**config.mk**
```make
export PLATFORM = sky130hd
export DESIGN_NAME = alu_arbiter_flat
export DESIGN_NICKNAME = d
export VERILOG_FILES = /design/src/rtl/alu_arbiter_pkg.sv /design/src/rtl/alu_arbiter_if.sv /design/src/rtl/alu_arbiter_rr_arb2.sv /design/src/rtl/alu_arbiter.sv /design/src/flat_wrapper.sv
export SDC_FILE = /design/constraint.sdc
export NUM_CORES = 1
export LEC_CHECK = 0
export ABC_AREA = 0
export BUFFER_PORTS_ARGS = -buffer_cell sky130_fd_sc_hd__buf_2
export CAP_MARGIN = 20
export CORE_AREA = 2 2 125 127
export DETAILED_ROUTE_END_ITERATION = 10
export DIE_AREA = 0 0 127 129
export GPL_TIMING_DRIVEN = 1
export HOLD_SLACK_MARGIN = 0.15
export MAX_ROUTING_LAYER = met4
export PLACE_DENSITY = 0.65
export RECOVER_POWER = 100
export SYNTH_ARGS = -nofsm -noshare
export SYNTH_HDL_FRONTEND = slang
export SYNTH_SLANG_ARGS = --single-unit
```
**constraint.sdc**
```tcl
create_clock -name clk -period 1.5 [get_ports clk]
set_input_delay 0.075 -clock clk [delete_from_list [all_inputs] [get_ports clk]]
set_output_delay 0.075 -clock clk [all_outputs]
set_load 0.01 [all_outputs]
```
**src/rtl/alu_arbiter_pkg.sv**
```systemverilog
// Shared constants for the two-requester ALU arbiter:
// ALU control codes, FSM states and response flag bit positions.
package alu_arbiter_pkg;

  localparam logic [3:0] CTRL_AND = 4'b0000;
  localparam logic [3:0] CTRL_OR  = 4'b0001;
  localparam logic [3:0] CTRL_ADD = 4'b0010;
  localparam logic [3:0] CTRL_SUB = 4'b0110;
  localparam logic [3:0] CTRL_SLT = 4'b0111;
  localparam logic [3:0] CTRL_NOR = 4'b1100;

  localparam int unsigned FLG_ZERO = 0;
  localparam int unsigned FLG_COUT = 1;
  localparam int unsigned FLG_OVF  = 2;
  localparam int unsigned FLG_ERR  = 3;

  typedef enum logic [1:0] {
    S_IDLE = 2'd0,
    S_EXEC = 2'd1,
    S_RESP = 2'd2
  } state_e;

  function automatic logic ctrl_legal(input logic [3:0] c);
    case (c)
      CTRL_AND, CTRL_OR, CTRL_ADD,
      CTRL_SUB, CTRL_SLT, CTRL_NOR: return 1'b1;
      default:                      return 1'b0;
    endcase
  endfunction

endpackage

```
**src/rtl/alu_arbiter_if.sv**
```systemverilog
// Per-requester request/response channel of the ALU arbiter.
// master = requester side, slave = arbiter side.
interface alu_arbiter_if;

  logic        valid;
  logic        ready;
  logic [31:0] src1;
  logic [31:0] src2;
  logic [3:0]  ctrl;
  logic        rsp_valid;
  logic        rsp_ready;
  logic [31:0] rsp_result;
  logic [3:0]  rsp_flags;

  modport master (
    output valid, src1, src2, ctrl, rsp_ready,
    input  ready, rsp_valid, rsp_result, rsp_flags
  );

  modport slave (
    input  valid, src1, src2, ctrl, rsp_ready,
    output ready, rsp_valid, rsp_result, rsp_flags
  );

endinterface

```
**src/rtl/alu_arbiter_rr_arb2.sv**
```systemverilog
// Two-input round-robin grant; on contention the requester
// that did not win last time is granted.
module rr_arb2 (
  input  logic [1:0] valid_i,
  input  logic       last_i,
  output logic [1:0] gnt_o
);

  always_comb begin
    gnt_o = 2'b00;
    unique case (1'b1)
      (valid_i == 2'b11): gnt_o = last_i ? 2'b01 : 2'b10;
      (valid_i == 2'b01): gnt_o = 2'b01;
      (valid_i == 2'b10): gnt_o = 2'b10;
      default:            gnt_o = 2'b00;
    endcase
  end

endmodule

```
**src/rtl/alu_arbiter.sv**
```systemverilog
// Round-robin arbiter sharing one external ALU between two requesters.
// Define ALU_ARBITER_OPCHECK_EN to reject illegal ALU control codes.
import alu_arbiter_pkg::*;

module alu_arbiter #(
  parameter int unsigned ALU_LAT = 1
) (
  input  logic          clk,
  input  logic          rst_n,
  alu_arbiter_if.slave  req0,
  alu_arbiter_if.slave  req1,
  output logic [31:0]   alu_src1,
  output logic [31:0]   alu_src2,
  output logic [3:0]    alu_ctrl,
  input  logic [31:0]   alu_result,
  input  logic          alu_zero,
  input  logic          alu_cout,
  input  logic          alu_overflow
);

  localparam logic [2:0] LAT = 3'(ALU_LAT);

  state_e      state_q, state_d;
  logic        last_q, last_d;
  logic        own_q, own_d;
  logic [2:0]  cnt_q, cnt_d;
  logic [31:0] src1_q, src1_d;
  logic [31:0] src2_q, src2_d;
  logic [3:0]  ctrl_q, ctrl_d;
  logic [31:0] res_q, res_d;
  logic [3:0]  flg_q, flg_d;

  logic [1:0]  gnt;
  logic [31:0] sel_src1;
  logic [31:0] sel_src2;
  logic [3:0]  sel_ctrl;
  logic        issue_ok;
  logic        rsp_rdy;

  rr_arb2 u_arb (
    .valid_i ({req1.valid, req0.valid}),
    .last_i  (last_q),
    .gnt_o   (gnt)
  );

  assign sel_src1 = gnt[1] ? req1.src1 : req0.src1;
  assign sel_src2 = gnt[1] ? req1.src2 : req0.src2;
  assign sel_ctrl = gnt[1] ? req1.ctrl : req0.ctrl;
  assign rsp_rdy  = own_q ? req1.rsp_ready : req0.rsp_ready;

`ifdef ALU_ARBITER_OPCHECK_EN
  assign issue_ok = ctrl_legal(sel_ctrl);
`else
  assign issue_ok = 1'b1;
`endif

  assign req0.ready = rst_n & (state_q == S_IDLE) & gnt[0];
  assign req1.ready = rst_n & (state_q == S_IDLE) & gnt[1];

  assign req0.rsp_valid  = (state_q == S_RESP) & ~own_q;
  assign req1.rsp_valid  = (state_q == S_RESP) & own_q;
  assign req0.rsp_result = res_q;
  assign req1.rsp_result = res_q;
  assign req0.rsp_flags  = flg_q;
  assign req1.rsp_flags  = flg_q;

  assign alu_src1 = src1_q;
  assign alu_src2 = src2_q;
  assign alu_ctrl = ctrl_q;

  always_comb begin
    state_d = state_q;
    last_d  = last_q;
    own_d   = own_q;
    cnt_d   = cnt_q;
    src1_d  = src1_q;
    src2_d  = src2_q;
    ctrl_d  = ctrl_q;
    res_d   = res_q;
    flg_d   = flg_q;
    unique case (state_q)
      S_IDLE: begin
        if (gnt != 2'b00) begin
          own_d  = gnt[1];
          last_d = gnt[1];
          if (issue_ok) begin
            src1_d  = sel_src1;
            src2_d  = sel_src2;
            ctrl_d  = sel_ctrl;
            cnt_d   = LAT;
            state_d = S_EXEC;
          end else begin
            // rejected op: ALU untouched, error response right away
            res_d          = '0;
            flg_d          = '0;
            flg_d[FLG_ERR] = 1'b1;
            state_d        = S_RESP;
          end
        end
      end
      S_EXEC: begin
        cnt_d = cnt_q - 3'd1;
        if (cnt_q == 3'd1) begin
          res_d           = alu_result;
          flg_d           = '0;
          flg_d[FLG_ZERO] = alu_zero;
          flg_d[FLG_COUT] = alu_cout;
          flg_d[FLG_OVF]  = alu_overflow;
          state_d         = S_RESP;
        end
      end
      S_RESP: begin
        if (rsp_rdy) state_d = S_IDLE;
      end
      default: state_d = S_IDLE;
    endcase
  end

  always_ff @(posedge clk) begin
    if (!rst_n) begin
      state_q <= S_IDLE;
      last_q  <= 1'b1;
      own_q   <= 1'b0;
      cnt_q   <= '0;
      src1_q  <= '0;
      src2_q  <= '0;
      ctrl_q  <= CTRL_AND;
      res_q   <= '0;
      flg_q   <= '0;
    end else begin
      state_q <= state_d;
      last_q  <= last_d;
      own_q   <= own_d;
      cnt_q   <= cnt_d;
      src1_q  <= src1_d;
      src2_q  <= src2_d;
      ctrl_q  <= ctrl_d;
      res_q   <= res_d;
      flg_q   <= flg_d;
    end
  end

endmodule

```
**src/flat_wrapper.sv**
```systemverilog
// flat-port wrapper written by rule: the top's interface ports become plain ports
module alu_arbiter_flat 
#(
  parameter int unsigned ALU_LAT = 1
)
  (clk, rst_n, alu_src1, alu_src2, alu_ctrl, alu_result, alu_zero, alu_cout, alu_overflow, req0_valid, req0_src1, req0_src2, req0_ctrl, req0_rsp_ready, req0_ready, req0_rsp_valid, req0_rsp_result, req0_rsp_flags, req1_valid, req1_src1, req1_src2, req1_ctrl, req1_rsp_ready, req1_ready, req1_rsp_valid, req1_rsp_result, req1_rsp_flags);
  alu_arbiter_if req0_i ();
  alu_arbiter_if req1_i ();
  input  logic clk;
  input  logic rst_n;
  output logic [31:0] alu_src1;
  output logic [31:0] alu_src2;
  output logic [3:0] alu_ctrl;
  input  logic [31:0] alu_result;
  input  logic alu_zero;
  input  logic alu_cout;
  input  logic alu_overflow;
  input wire logic [$bits(req0_i.valid)-1:0] req0_valid;
  input wire logic [$bits(req0_i.src1)-1:0] req0_src1;
  input wire logic [$bits(req0_i.src2)-1:0] req0_src2;
  input wire logic [$bits(req0_i.ctrl)-1:0] req0_ctrl;
  input wire logic [$bits(req0_i.rsp_ready)-1:0] req0_rsp_ready;
  output wire logic [$bits(req0_i.ready)-1:0] req0_ready;
  output wire logic [$bits(req0_i.rsp_valid)-1:0] req0_rsp_valid;
  output wire logic [$bits(req0_i.rsp_result)-1:0] req0_rsp_result;
  output wire logic [$bits(req0_i.rsp_flags)-1:0] req0_rsp_flags;
  input wire logic [$bits(req1_i.valid)-1:0] req1_valid;
  input wire logic [$bits(req1_i.src1)-1:0] req1_src1;
  input wire logic [$bits(req1_i.src2)-1:0] req1_src2;
  input wire logic [$bits(req1_i.ctrl)-1:0] req1_ctrl;
  input wire logic [$bits(req1_i.rsp_ready)-1:0] req1_rsp_ready;
  output wire logic [$bits(req1_i.ready)-1:0] req1_ready;
  output wire logic [$bits(req1_i.rsp_valid)-1:0] req1_rsp_valid;
  output wire logic [$bits(req1_i.rsp_result)-1:0] req1_rsp_result;
  output wire logic [$bits(req1_i.rsp_flags)-1:0] req1_rsp_flags;
  assign req0_i.valid = req0_valid;
  assign req0_i.src1 = req0_src1;
  assign req0_i.src2 = req0_src2;
  assign req0_i.ctrl = req0_ctrl;
  assign req0_i.rsp_ready = req0_rsp_ready;
  assign req0_ready = req0_i.ready;
  assign req0_rsp_valid = req0_i.rsp_valid;
  assign req0_rsp_result = req0_i.rsp_result;
  assign req0_rsp_flags = req0_i.rsp_flags;
  assign req1_i.valid = req1_valid;
  assign req1_i.src1 = req1_src1;
  assign req1_i.src2 = req1_src2;
  assign req1_i.ctrl = req1_ctrl;
  assign req1_i.rsp_ready = req1_rsp_ready;
  assign req1_ready = req1_i.ready;
  assign req1_rsp_valid = req1_i.rsp_valid;
  assign req1_rsp_result = req1_i.rsp_result;
  assign req1_rsp_flags = req1_i.rsp_flags;
  alu_arbiter #(.ALU_LAT(ALU_LAT)) u_core (.clk(clk), .rst_n(rst_n), .req0(req0_i), .req1(req1_i), .alu_src1(alu_src1), .alu_src2(alu_src2), .alu_ctrl(alu_ctrl), .alu_result(alu_result), .alu_zero(alu_zero), .alu_cout(alu_cout), .alu_overflow(alu_overflow));
endmodule
```
==> impl_metrics.yaml, run 1 <==
sta:
  fin_crit_sh: 0.965
  maxSlewViolCount: 0
  timing.fmax_ghz: 0.691
  holdWs_ps: 214
  skew_ps: 10.3
  rsz0062_at_grt: "yes"
  tns_ps: 0
  timing.final.crit_period_ps: 1450
  setup_viol: 0
  finalHoldViolCount: 0
die:
  fp.dieH_um: 129
  io_pins: 321
  core_area_um2: 15000
  initial_core_util: 0.331
  rows: 45
  die_w_um: 127
  dieArea_um2: 16400
clocking:
  cts_made_buffers: 9
  cts.clk_slew.worst_paths_ps: 80
  cts_tree: "built"
  cts_buffer_depth: 2
  htreeDepth: 3
  cts_root_buf: "clkbuf_16"
  clk_latency_ps: 350
  clock_sink_count: 110
drt:
  drt_iter0_drc: 349
  vias: 6483
  wl_um: 20700
  postRouteAntennaNets: 0
  drcViolationCount: 0
  wl_per_cell_um: 16.6
  drtPass1Iterations: 5
  via_per_inst: 5.19
grt:
  grt_start_max_net_pins: 107
  grt_pass1_wl_um: 30700
  gr-total-overflow: 0
  antenna_found_initial: 0
  grt_pass1_vias: 6237
  track_usage: 0.240
synthesis:
  synth.area.top_cells: "dfxtp_1 44%, nand2_1 16%, a311oi_1 12%"
  yosysTopAreaCell: "dfxtp_1"
  synth_top_flop_cell: "dfxtp_1"
  synth_edf_count: 0
  yosysMostFrequentCell: "nand2_1"
  ys_async_sr_fraction: 0
  netlist.area_leader.share: 0.444
  synth_sequential_area_ratio: 0.444
  synth_area_um2: 4950
  synth_common_cells: "209 x nand2_1, 110 x dfxtp_1, 105 x a21oi_1, 68 x a311oi_1, 41 x buf_4"
  ys_seq_elements: 110
  synth_cell_types: 32
  yosysWarnings: 0
  syn-instance-count: 625
  syn_area_per_cell_um2: 7.93
worst_setup_path:
  crit_buf_inv: 4
  cp_slowest_cell: "dfxtp_2"
  critPathTopFamily: "buffers and inverters"
  crit_required_ps: 1750
  criticalPathCategory: "reg2reg"
  crit_path_start_kind: "flop"
  end_kind: "flop"
  cp.arrival_ps: 1700
  max_stage_delay_ps: 330
  critPathMaxFanout: 9
  path_cells: "buf_6, nor2_4, buf_6, buf_4, buf_4, a21oi_1, a311oi_1"
placed_design:
  globalplace.congestion: 0.766
  portBuffers: 318
  hpwl_um: 11300
layout:
  nFillCells: 1348
  insertedDiodeCount: 0
  final_nets: 1237
  drive_gt1_frac: 0.216
  syn2layout_area_growth_pct: 70.1
worst_hold_path:
  hp-class: "in2reg"
status:
  run_status: "completed"
job:
  max_cap_violations: 0
pwr:
  p_per_area_nw_per_um2: 992
  p_leak_nw: 3.52
  power.total_w: 0.00836
  ir_drop_mv: 0.675
## metal layers
| metal | vias up | global-route usage | share of wire |
|---|---|---|---|
| li1 | 2996 | - | - |
| met1 | 2955 | 0.258 | 0.38 |
| met2 | 436 | 0.410 | 0.50 |
| met3 | 96 | 0.0599 | 0.082 |
| met4 | 0 | 0.131 | 0.043 |
| met5 | - | - | 0 |
## through the flow
step	setup slack [ps]	util	instance area [um2]	cells
after floorplan	159	-	4960	626
after global placement	134	0.430	6440	1054
after detailed placement	106	0.430	6440	1054
after CTS	13.2	0.568	8500	1244
after global routing	-24.8	0.563	8430	1250
final	52.8	0.563	8430	1250
## sequential cells by signal, indices dropped and copies added, names as in the netlist
signal	flops
u_core.req0.rsp_flags	3
u_core.own_q	1
u_core.alu_src1	32
u_core.alu_ctrl	4
u_core.last_q	1
u_core.req0.rsp_result	32
u_core.cnt_q	3
u_core.state_q	2
u_core.alu_src2	32
## kinds of logic after synthesis
kind of cell / count (synthesis) / share of synthesized area
AND/OR/NAND/NOR: 230 / 0.186
AO/OA/AOI/OAI: 181 / 0.239
flip-flops: 110 / 0.444
buffers and inverters: 99 / 0.121
adder cells (fa/ha/maj): 2 / 0.00505
other: 1 / 0.000757
XOR/XNOR: 1 / 0.00177
multiplexers: 1 / 0.00202
## cells in the final DEF (no fill, tap or decap), types with 8 or more instances in the layout
master	Yosys	routed
a21oi_1	105	105
a311oi_1	68	68
buf_12	0	8
buf_2	37	180
buf_4	41	11
clkbuf_1	13	139
clkbuf_16	0	11
dfxtp_1	110	108
dlygate4sd3_1	0	174
nand2_1	209	208
## repair_timing
item | 4_1_cts | 5_1_grt
cloned | 0 | 2
endpoints found under the hold margin | 108 | 0
setup endpoints to repair | 2 | 15
hold buffers | 174 | 0
buffers inserted | 1 | 4
resized for setup | 2 | 6
pin swaps | 0 | 5
## worst register-to-register path: cells and delay by family (launching register included)
family / cells / cell delay (ps)
buffers and inverters: 4 / 500
AOI/OAI and AO/OA: 2 / 350
DFF: 1 / 330
and+or+nand+nor: 1 / 180
## where the power goes
| part | switching [W] | internal [W] | leakage [nW] | total, W |
|---|---|---|---|---|
| Combinational | 0.00131 | 0.00113 | 2.47 | 0.00244 |
| Clock | 0.00108 | 0.00138 | 0.149 | 0.00246 |
| Sequential | 0.000205 | 0.00325 | 0.907 | 0.00346 |
## final cells by class
type	count	area (um2)	area share
repair buffers	516	3490	0.414
flip-flops and latches	110	2200	0.262
multi-input cells	417	2180	0.259
clock buffers	12	256	0.0304
well taps	188	235	0.0279
clock inverters	3	43.8	0.00520
inverters	4	16.3	0.00193
## final timing paths
| check | to | cells past startpoint | slack, ps | from |
|---|---|---|---|---|
| max reg2reg | u_core.alu_src2[30] | 7 | 50 | u_core.state_q[0] |
| min reg2reg | u_core.req0.rsp_result[26] | 2 | 470 | u_core.req0.rsp_result[26] |
| max | u_core.alu_src2[30] | 7 | 50 | u_core.state_q[0] |
| min | u_core.cnt_q[0] | 4 | 210 | req1_valid |
(Power assumes the default switching activity.)
==> run 2, diff against run 1 <==
CELL_PAD_IN_SITES_DETAIL_PLACEMENT = 1   (was unset)
CELL_PAD_IN_SITES_GLOBAL_PLACEMENT = 2   (was unset)
CORE_AREA = unset   (was 2 2 125 127)
CORE_MARGIN = 2   (was unset)
CORE_UTILIZATION = 22   (was unset)
DIE_AREA = unset   (was 0 0 127 129)
PLACE_DENSITY = unset   (was 0.65)
PLACE_DENSITY_LB_ADDON = 0.1   (was unset)
==> impl_metrics.yaml, run 2 (synthesis gave the netlist of run 1 again) <==
placed_design:
  hpwl_um: 14200
  dpl_cell_area_um2: 6610
  portBuffers: 318
  globalplace.congestion: 0.800
sta:
  skew_ps: 8.21
  timing.fmax_ghz: 0.699
  maxSlewViolCount: 0
  finalHoldViolCount: 0
  holdWs_ps: 243
  timing.final.crit_period_ps: 1430
  setup_viol: 0
  fin_crit_sh: 0.954
worst_setup_path:
  criticalPathCategory: "reg2reg"
  crit_required_ps: 1760
  r2r_cells: 5
  max_stage_delay_ps: 380
  r2r_start: "u_core.state_q[0]"
  cp.arrival_ps: 1690
  end_kind: "flop"
  r2r_setup_slack_ps: 70
  path_cells: "nor2_4, buf_4, buf_16, a21oi_1, a311oi_1"
  crit_path_start_kind: "flop"
  cp_slowest_cell: "dfxtp_4"
  critPathMaxFanout: 43
  r2r_end: "u_core.alu_src1[31]"
status:
  run_status: "completed"
die:
  fp.dieH_um: 154
  dieArea_um2: 23700
  core_area_um2: 22000
  die_w_um: 154
  initial_core_util: 0.226
  rows: 54
  io_pins: 321
clocking:
  cts_root_buf: "clkbuf_16"
  cts_tree: "built"
  cts.clk_slew.worst_paths_ps: 80
  htreeDepth: 3
  clock_sink_count: 110
  cts_made_buffers: 9
  clk_latency_ps: 360
  cts_buffer_depth: 2
job:
  max_cap_violations: 0
layout:
  fin_area_um2: 8570
  final_cell_mix: "209 x nand2_1, 180 x buf_2, 174 x dlygate4sd3_1"
  syn2layout_area_growth_pct: 73.1
  layout_commonest_cell: "nand2_1"
  drive_gt1_frac: 0.217
  final_nets: 1236
drt:
  vias: 6139
  drt_iter0_drc: 176
  wl_um: 22300
  via_per_inst: 4.57
  postRouteAntennaNets: 0
  wl_per_cell_um: 16.6
  drcViolationCount: 0
  drtPass1Iterations: 4
grt:
  antenna_found_initial: 2
  gr-total-overflow: 0
  track_usage: 0.187
  grt_pass1_vias: 6591
  grt_pass1_wl_um: 34300
  grt_start_max_net_pins: 83
pwr:
  p_per_area_nw_per_um2: 971
  ir_drop_mv: 0.411
  p_leak_nw: 3.53
worst_hold_path:
  hold_end: "u_core.own_q"
  whs_path_depth: 4
  min_from: "req1_valid"
  hp-class: "in2reg"
==> run 2: changes by cell type in the layout (fill, tap and decap cells not counted), sizes merged <==
| cell | before | now |
|---|---|---|
| buf | 202 | 201 |
| bufbuf | 0 | 1 |
| bufinv | 1 | 0 |
| clkbuf | 152 | 149 |
| clkinvlp | 0 | 1 |
| diode | 0 | 2 |
| inv | 3 | 6 |
==> run 2: power breakdown <==
group          internal, W  leakage, nW  switching (W)  total [W]
sequential         0.00325        0.907       0.000210    0.00346
combinational      0.00116         2.49        0.00130    0.00246
clock              0.00119        0.140        0.00121    0.00240
==> run 2: routing by layer <==
layer,vias up,part of all wire,global-route usage
met5,-,0,-
met4,0,0.017,0.0494
met3,26,0.055,0.0420
met2,207,0.50,0.337
met1,2905,0.43,0.208
li1,3001,-,-
==> run 2: worst max-delay path by stage <==
stage | start | to | cells after the start
2_1_floorplan | u_core.state_q[1] | u_core.alu_src2[0] | 6
3_3_place_gp | u_core.state_q[0] | u_core.alu_ctrl[2] | 4
3_5_place_dp | u_core.state_q[0] | u_core.alu_src2[26] | 4
4_1_cts | u_core.last_q | req1_ready | 4
5_1_grt | u_core.state_q[0] | req0_ready | 5
6_report | u_core.state_q[0] | u_core.alu_src1[31] | 5
==> run 2: final cells by class <==
| cell class | instances | area, um2 |
|---|---|---|
| repair buffers | 515 | 3520 |
| clock inverters | 6 | 43.8 |
| flip-flops and latches | 110 | 2210 |
| multi-input cells | 417 | 2190 |
| well taps | 280 | 350 |
| diodes | 2 | 5.00 |
| fillers | 2676 | 13400 |
| clock buffers | 10 | 239 |
| inverters | 4 | 16.3 |
==> run 2: critical path, delay by kind of cell, from the launching register on <==
kind                   cells  cell delay [ps]
buffers and inverters      2              390
AND/OR/NAND/NOR            1              140
AO/OA/AOI/OAI              2              410
flip-flops                 1              380
==> run 2: stage by stage <==
| step | setup TNS (ps) | util | std cells | setup slack, ps | total power [W] |
|---|---|---|---|---|---|
| 2_1_floorplan | 0 | - | 626 | 159 | 0.00468 |
| 3_3_place_gp | 0 | 0.301 | 1147 | 138 | 0.00558 |
| 3_5_place_dp | 0 | 0.301 | 1147 | 93.5 | 0.00564 |
| 4_1_cts | 0 | 0.395 | 1339 | 12.1 | 0.00850 |
| 5_1_grt | -3.39 | 0.390 | 1344 | -3.39 | 0.00883 |
| 6_report | 0 | 0.390 | 1344 | 68.7 | 0.00832 |
==> run 2: timing repair <==
| action | 4_1_cts | 5_1_grt |
|---|---|---|
| gates cloned | 1 | 1 |
| hold buffers | 174 | 0 |
| pin swaps | 1 | 7 |
| hold endpoints to repair | 108 | 0 |
| resized for setup | 2 | 7 |
| endpoints found under the setup margin | 2 | 8 |
| setup buffers | 1 | 2 |
==> run 3, diff against run 2 <==
ABC_AREA = 1   (was 0)
CORE_UTILIZATION = 21   (was 22)
PLACE_DENSITY = 0.88   (was unset)
PLACE_DENSITY_LB_ADDON = unset   (was 0.1)
==> impl_metrics.yaml, run 3 <==
status:
  run_status: "completed"
sta:
  finalHoldViolCount: 0
  tns_ps: 0
  fin_crit_sh: 0.953
  setup_viol: 0
  timing.final.crit_period_ps: 1430
  skew_ps: 13.2
  timing.fmax_ghz: 0.699
  maxSlewViolCount: 0
  rsz0062_at_grt: "yes"
synthesis:
  synth_top_flop_cell: "dfxtp_1"
  synth_sequential_area_ratio: 0.392
  ys_seq_elements: 110
  netlist.area_leader.share: 0.392
  synth_common_cells: "281 x nand2_1, 211 x nor2_1, 110 x dfxtp_1, 79 x inv_1, 75 x nand3_1"
  syn-instance-count: 906
  ys_async_sr_fraction: 0
  yosysWarnings: 0
  yosysMostFrequentCell: "nand2_1"
  synth_area_um2: 5620
  synth.area.top_cells: "dfxtp_1 39%, nand2_1 19%, nor2_1 14%"
  synth_edf_count: 0
  yosysTopAreaCell: "dfxtp_1"
  synth_cell_types: 21
  syn_area_per_cell_um2: 6.20
worst_setup_path:
  crit_path_start_kind: "flop"
  cp_slowest_cell: "dfxtp_2"
  path_cells: "nor2_4, buf_4, inv_1, nor3_2, buf_2"
  crit_buf_inv: 3
  r2r_setup_slack_ps: 100
  crit_required_ps: 1420
  end_kind: "output pin"
  criticalPathCategory: "reg2out"
  r2r_end: "u_core.req0.rsp_result[0]"
  r2r_cells: 8
  cp.arrival_ps: 1360
  max_stage_delay_ps: 360
  critPathMaxFanout: 5
  r2r_start: "u_core.cnt_q[1]"
  critPathTopFamily: "flip-flops"
clocking:
  cts.clk_slew.worst_paths_ps: 70
  cts_buffer_depth: 2
  clk_latency_ps: 350
  cts_made_buffers: 9
  htreeDepth: 3
  clock_sink_count: 110
  cts_tree: "built"
  cts_root_buf: "clkbuf_16"
job:
  max_cap_violations: 0
worst_hold_path:
  hold_end: "u_core.alu_src1[24]"
  min_from: "req1_src1[24]"
  hp-class: "in2reg"
  whs_path_depth: 5
die:
  io_pins: 321
  rows: 59
  dieArea_um2: 28100
  core_area_um2: 26100
  fp.dieH_um: 168
  die_w_um: 168
  initial_core_util: 0.215
drt:
  drcViolationCount: 0
  vias: 7140
  wl_per_cell_um: 15.2
  postRouteAntennaNets: 0
  via_per_inst: 4.24
  drtPass1Iterations: 4
  wl_um: 25500
  drt_iter0_drc: 310
pwr:
  switchingPower_w: 0.00317
  ir_drop_mv: 0.567
  p_int_w: 0.00586
  p_per_area_nw_per_um2: 975
  power_frac_clock: 0.277
  power_frac_comb: 0.331
  p_leak_nw: 4.51
  swShare: 0.351
  p_seq_frac: 0.392
placed_design:
  portBuffers: 318
  hpwl_um: 15300
  globalplace.congestion: 0.762
grt:
  antenna_found_initial: 1
  grt_start_max_net_pins: 70
  track_usage: 0.179
  grt_pass1_wl_um: 38900
  grt_pass1_vias: 7424
  gr-total-overflow: 0
layout:
  layout_commonest_cell: "nand2_1"
  final_cell_mix: "281 x nand2_1, 210 x nor2_1, 177 x buf_2"
  drive_gt1_frac: 0.173
  final_util: 0.354
  syn2layout_area_growth_pct: 64.6
  final_nets: 1520
run 3: kinds of logic after synthesis:
| kind of cell | after synthesis | share of synthesized area |
|---|---|---|
| AND/OR/NAND/NOR | 577 | 0.408 |
| buffers and inverters | 175 | 0.159 |
| flip-flops | 110 | 0.392 |
| AO/OA/AOI/OAI | 41 | 0.0365 |
| adder cells (fa/ha/maj) | 2 | 0.00445 |
| other | 1 | 0.000667 |
run 3: routing by layer:
metal  vias up  share of wire  track usage
met1      3294           0.41        0.196
met4         0          0.022       0.0544
met5         -              0            -
met3        41          0.062       0.0433
met2       258           0.50        0.321
li1       3547              -            -
run 3: cell type report:
cell class / count / area (um2)
diodes: 1 / 2.50
clock buffers: 10 / 229
clock inverters: 6 / 68.8
fillers: 3420 / 16900
inverters: 83 / 312
multi-input cells: 622 / 2570
flip-flops and latches: 110 / 2210
well taps: 335 / 419
repair buffers: 515 / 3450
run 3: power groups by stage:
stage	clock, W	combinational (W)	sequential (W)
finish	0.00250	0.00298	0.00354
global route	0.00273	0.00334	0.00359
CTS	0.00262	0.00306	0.00353
detailed placement	0	0.00264	0.00359
global placement	0	0.00261	0.00357
floorplan	0	0.00150	0.00374
run 3: worst register-to-register path: stages, from the launching register on:
cell,delay [ps]
dfxtp_1,310
inv_1,70
ha_1,140
inv_1,40
nor2_1,160
nand2_4,110
buf_6,180
o21ai_0,220
nor2_1,80
run 3: repair_timing:
item	4_1_cts	5_1_grt
hold buffers	173	0
pin swaps	2	2
buffers inserted	1	4
endpoints found under the setup margin	2	40
gates cloned	2	2
gates resized for setup	6	8
endpoints found under the hold margin	104	0
run 3: per-stage QoR:
step / total power, W / hold WS [ps] / instance area [um2] / instances / setup WS, ps
after global placement: 0.00617 / 324 / 7290 / 1483 / 128
after global routing: 0.00966 / 186 / 9250 / 1682 / -4.58
final: 0.00902 / 149 / 9250 / 1682 / 69.9
after floorplan: 0.00523 / 240 / 5620 / 907 / 296
after CTS: 0.00920 / 153 / 9410 / 1675 / 5.94
after detailed placement: 0.00623 / 338 / 7290 / 1483 / 20.9
run 3: worst max-delay path by stage:
stage	startpoint	end	slack (ps)	depth (start not counted)
floorplan	u_core.cnt_q[1]	u_core.req0.rsp_flags[0]	300	8
global route	u_core.state_q[1]	u_core.state_q[1]	-5	5
global placement	u_core.cnt_q[1]	u_core.req0.rsp_flags[1]	130	9
finish	u_core.state_q[0]	req1_ready	70	5
detailed placement	u_core.cnt_q[1]	u_core.req0.rsp_result[0]	20	9
CTS	u_core.state_q[1]	req1_ready	6	5
